===== src/rtl/traffic_intersection_ctrl.sv =====
// Two-road intersection sequencer: NS/EW lamp phases with heavy-traffic green extension,
// latched pedestrian walk phase and an emergency all-red hold.
module traffic_intersection_ctrl #(
  parameter int unsigned CW              = 6,
  parameter int unsigned GREEN_TICKS     = 31,
  parameter int unsigned GREEN_EXT_TICKS = 63,
  parameter int unsigned YELLOW_TICKS    = 4,
  parameter int unsigned ALLRED_TICKS    = 2,
  parameter int unsigned WALK_TICKS      = 15
) (
  input  logic       clk,
  input  logic       rst,
  input  logic       heavy_ns,
  input  logic       heavy_ew,
  input  logic       ped_req,
  input  logic       emerg,
  output logic       ns_red,
  output logic       ns_yellow,
  output logic       ns_green,
  output logic       ew_red,
  output logic       ew_yellow,
  output logic       ew_green,
  output logic       walk,
  output logic       ped_pending,
  output logic [2:0] phase
);

  typedef enum logic [2:0] {
    StArNs  = 3'd0,
    StNsG   = 3'd1,
    StNsY   = 3'd2,
    StArEw  = 3'd3,
    StEwG   = 3'd4,
    StEwY   = 3'd5,
    StWalk  = 3'd6,
    StEmerg = 3'd7
  } state_e;

  localparam logic [CW-1:0] GreenT    = CW'(GREEN_TICKS);
  localparam logic [CW-1:0] GreenExtT = CW'(GREEN_EXT_TICKS);
  localparam logic [CW-1:0] YellowT   = CW'(YELLOW_TICKS);
  localparam logic [CW-1:0] AllRedT   = CW'(ALLRED_TICKS);
  localparam logic [CW-1:0] WalkT     = CW'(WALK_TICKS);

  state_e        state_q, state_d;
  logic [CW-1:0] cnt_q;
  logic          ped_pending_q;
  logic [CW-1:0] term;
  logic          done;

  // Terminal count is re-evaluated every cycle so a heavy input dropping late ends green at once.
  always_comb begin
    term = '1;
    unique case (state_q)
      StArNs, StArEw: term = AllRedT;
      StNsG:          term = heavy_ns ? GreenExtT : GreenT;
      StEwG:          term = heavy_ew ? GreenExtT : GreenT;
      StNsY, StEwY:   term = YellowT;
      StWalk:         term = WalkT;
      default:        term = '1;
    endcase
  end

  assign done = (cnt_q >= term);

  always_comb begin
    state_d = state_q;
    unique case (state_q)
      StArNs: begin
        if (emerg)     state_d = StEmerg;
        else if (done) state_d = StNsG;
      end
      StNsG:   if (emerg || done) state_d = StNsY;
      StNsY:   if (done) state_d = emerg ? StEmerg : StArEw;
      StArEw: begin
        if (emerg)     state_d = StEmerg;
        else if (done) state_d = StEwG;
      end
      StEwG:   if (emerg || done) state_d = StEwY;
      StEwY: begin
        if (done) begin
          if (emerg)              state_d = StEmerg;
          else if (ped_pending_q) state_d = StWalk;
          else                    state_d = StArNs;
        end
      end
      StWalk: begin
        if (emerg)     state_d = StEmerg;
        else if (done) state_d = StArNs;
      end
      StEmerg: if (!emerg) state_d = StArNs;
      default: state_d = StArNs;
    endcase
  end

  always_ff @(posedge clk) begin
    if (rst) begin
      state_q       <= StArNs;
      cnt_q         <= '0;
      ped_pending_q <= 1'b0;
    end else begin
      state_q <= state_d;
      cnt_q   <= (state_d != state_q) ? '0 : cnt_q + 1'b1;
      // A new request on the WALK-entry edge must survive the clear.
      if (ped_req)                                        ped_pending_q <= 1'b1;
      else if (state_d == StWalk && state_q != StWalk)    ped_pending_q <= 1'b0;
    end
  end

  always_comb begin
    ns_red    = 1'b1;
    ns_yellow = 1'b0;
    ns_green  = 1'b0;
    ew_red    = 1'b1;
    ew_yellow = 1'b0;
    ew_green  = 1'b0;
    walk      = 1'b0;
    unique case (state_q)
      StNsG:  begin ns_red = 1'b0; ns_green  = 1'b1; end
      StNsY:  begin ns_red = 1'b0; ns_yellow = 1'b1; end
      StEwG:  begin ew_red = 1'b0; ew_green  = 1'b1; end
      StEwY:  begin ew_red = 1'b0; ew_yellow = 1'b1; end
      StWalk: walk = 1'b1;
      default: ;
    endcase
  end

  assign ped_pending = ped_pending_q;
  assign phase       = state_q;

endmodule


===== config.mk =====
export PLATFORM = sky130hd
export DESIGN_NAME = traffic_intersection_ctrl
export DESIGN_NICKNAME = d
export VERILOG_FILES = /design/src/rtl/traffic_intersection_ctrl.sv
export SDC_FILE = /design/constraint.sdc
export NUM_CORES = 1
export LEC_CHECK = 0
export BUFFER_PORTS_ARGS = -buffer_cell sky130_fd_sc_hd__buf_4
export CAP_MARGIN = 20
export CORE_MARGIN = 10
export CORE_UTILIZATION = 50
export DETAILED_ROUTE_END_ITERATION = 16
export GPL_TIMING_DRIVEN = 0
export PLACE_DENSITY = 0.82
export SLEW_MARGIN = 10
export SYNTH_ARGS = -nofsm -noshare
export SYNTH_HDL_FRONTEND = slang
export SYNTH_SLANG_ARGS = --single-unit

===== constraint.sdc =====
create_clock -name clk -period 5.45 [get_ports clk]
set_input_delay 0.545 -clock clk [delete_from_list [all_inputs] [get_ports clk]]
set_output_delay 0.545 -clock clk [all_outputs]
set_load 0.1 [all_outputs]

==> out/results.tsv <==
stage	metric	value	unit
floorplan	io_pins	17	
critical_path	crit_top_cell	a21oi_1	
route	postRouteAntennaNets	0	
route	remaining_drc_errors	0	
critical_path	end_kind	flop	
critical_path	slowest_delay	0.38	ns
finish	layout.nets	131	
finish	multi_input_area	553	µm²
synth	yosysTopAreaCellShare	24.7	%
sta	hold_viol	0	
sta	worst_pin_slew	0.403	ns
synth	synth_cell_types	35	
synth	syn_nets	112	
outcome	status	completed	
cts	ctsResizeCount	0	
route	wirelength	1.83	mm
floorplan	rows	14	
synth	synth_area	812	µm²
cts	cts_setup_buffers	0	
finish	ff_latch_area	200	µm²
sta	fmax	359	MHz
critical_path	worstSetupPathType	flop to flop	
hold_path	hold_class	flop to flop	
finish	synthToLayoutAreaGrowth	19.9	%
global_route	grt_pass1_vias	743	
route	wire_per_inst	13.8	µm
place	post-place-ws	2.71	ns
critical_path	critPathArrivalTime	2.97	ns
sta	finalSetupViolations	0	
sta	layout_setup_ws	2.66	ns
place	routabilityCongestion	0.862	
floorplan	initial_core_util	53.3	%
route	routed-via-count	751	
global_route	grt_pass1_wl	3.18	mm
sta	timing.final.crit_share	51.2	%
global_route	grt_overflow	0	
synth	synth_seq_cells	10	
critical_path	path_max_fanout	8	
synth	synth_cells	99	
sta	relSlewSlack	73.1	%
critical_path	crit_slowest_cell	o221ai_4	
sta	fin_tns_setup	0	ns
global_route	grt_max_degree	11	
place	io_buffers	14	
finish	fillerInstances	131	
synth	yosysWarnings	0	
cts	cts_tree	built	
route	vias_per_cell	5.65	
cts	htree_levels	1	
place	dp_hpwl	1.47	mm
finish	num_antenna_cells	0	
floorplan	core	1520	µm²
global_route	grt_use_total	11.0	%
power_and_ir_drop	p_leak	0.455	nW
finish	instances_no_fill	133	
global_route	antenna_found_initial	0	
route	initialDrtViolationCount	25	
floorplan	die_x	60.3	µm
floorplan	die_height	60.3	µm
place	placed_cells	129	
cts	clockBufferDepth	2	
power_and_ir_drop	peakVddDrop	0.277	mV
cts	cts_made_buffers	3	
critical_path	startpoint_type	flop	
floorplan	dieArea	3640	µm²
cts	clk_pin_slew	0.07	ns
cts	cts-hold-fix-buffers	0	
synth	synth.area.top_cells	dfxtp_1 (25%), ha_1 (11%), nor2_1 (5.5%)	
route	first_pass_iters	4	
synth	seq_area_frac_synth	24.7	%
finish	drive_gt1_share	28.2	%
sta	post-route-min-period	2.79	ns
critical_path	crit_chain	clkbuf_2 > inv_1 > nand2_1 > nor2_1 > a21oi_1 > and2_1 > ha_1 > nand4_1 > o221ai_4 > a2bb2oi_2 > a21oi_1 > nor4_2	
cts	clock_latency	0.28	ns
synth	yosysTopAreaCell	dfxtp_1	
sta	rsz0062_at_grt	false	
synth	avgSynthCellArea	8.20	µm²
cts	cts_root_buffer	clkbuf_4	
cts	clkSinkCount	10	
flow_run	maxCapViolations	0	
sta	slew_violations	0	
critical_path	crit_required	5.63	ns
power_and_ir_drop	power.density	509	nW/µm²
sta	clock_skew	0.00461	ns
[synth_stat cells, drive strengths merged]
master    n
nor2     12
dfxtp    10
nand2    10
a21oi     8
inv       8
ha        7
nand3     6
nor3      4
buf       3
clkbuf    3
nand2b    3
o21ai     3
nand4     2
o31ai     2
xnor2     2
xor2      2
a22oi     1
a2bb2oi   1
a31oi     1
and2      1
and3      1
nor2b     1
nor4      1
o2111ai   1
o211ai    1
o21a      1
o221ai    1
o22ai     1
o41ai     1
or3       1
[flip-flops by register name, indices dropped and copies added, names as in the netlist]
register	count
ped_pending	1
phase	3
cnt_q	6
[cells in the final DEF (no fill, tap or decap), types with 2 or more instances in the layout]
cell type	count
ha_1	7
clkbuf_4	3
inv_1	8
nor3_1	4
nor2_1	12
a21oi_1	7
xor2_1	2
dfxtp_1	10
nand2_1	9
buf_2	3
nand4_1	2
nand2b_1	2
buf_4	14
xnor2_1	2
o21ai_0	3
nand3_1	6
clkbuf_2	2
[metal layers]
layer | vias up | track usage, % | part of all wire (%) | routed length (µm)
li1 | 381 | - | - | -
met1 | 333 | 13.9 | 47 | 860
met2 | 32 | 15.7 | 43 | 791
met3 | 5 | 2.12 | 6.8 | 124
met4 | 0 | 8.33 | 3.0 | 55
met5 | - | 0 | 0 | 0
[cells by family (layout without fill, tap and decap cells)]
family | count (synthesis) | in the layout | share of synthesized area (%)
compound gates | 22 | 22 | 26.0
simple gates | 42 | 42 | 27.0
buf+inv | 14 | 32 | 7.24
fa+ha+maj | 7 | 7 | 10.8
flops | 10 | 10 | 24.7
xor+xnor | 4 | 4 | 4.32
[final timing paths]
| kind | slack, ns | end | startpoint | depth (start not counted) |
|---|---|---|---|---|
| hold reg to reg | 0.47 | cnt_q[0]$_SDFF_PP0_ | cnt_q[0]$_SDFF_PP0_ | 1 |
| hold / removal | 0.47 | cnt_q[0]$_SDFF_PP0_ | cnt_q[0]$_SDFF_PP0_ | 1 |
| setup / recovery | 2.66 | phase[0]$_SDFF_PP0_ | phase[1]$_SDFF_PP0_ | 12 |
| setup reg to reg | 2.66 | phase[0]$_SDFF_PP0_ | phase[1]$_SDFF_PP0_ | 12 |
[where the power goes]
group          switching [W]  leakage, nW  internal (W)
clock network      0.0000301       0.0210     0.0000407
registers         0.00000880       0.0822     0.0000841
logic               0.000239        0.352     0.0000933
[stage by stage]
stage	total power, W	instance area (µm²)	util [%]	hold WS, ns
2_1_floorplan	0.000371	812	-	0.426
3_3_place_gp	0.000422	937	61.5	0.451
3_5_place_dp	0.000428	937	61.5	0.460
4_1_cts	0.000500	973	63.9	0.476
5_1_grt	0.000527	973	63.9	0.495
6_report	0.000496	973	63.9	0.474
[area by class of cell]
type / instances / share of cell area (%)
multi-input cells: 75 / 56.8
flip-flops and latches: 10 / 20.6
repair buffers: 14 / 10.8
clock buffers: 4 / 3.73
inverters: 8 / 3.08
plain buffers: 6 / 2.96
well taps: 16 / 2.06
[critical path: cells and delay by family (launching register included)]
kind / cells / cell delay (ns)
and+or+nand+nor: 5 / 1.00
buffers and inverters: 2 / 0.35
AOI/OAI and AO/OA: 4 / 0.74
DFF: 1 / 0.31
adders and majority gates: 1 / 0.29
Power figures use the tool's default switching activity.
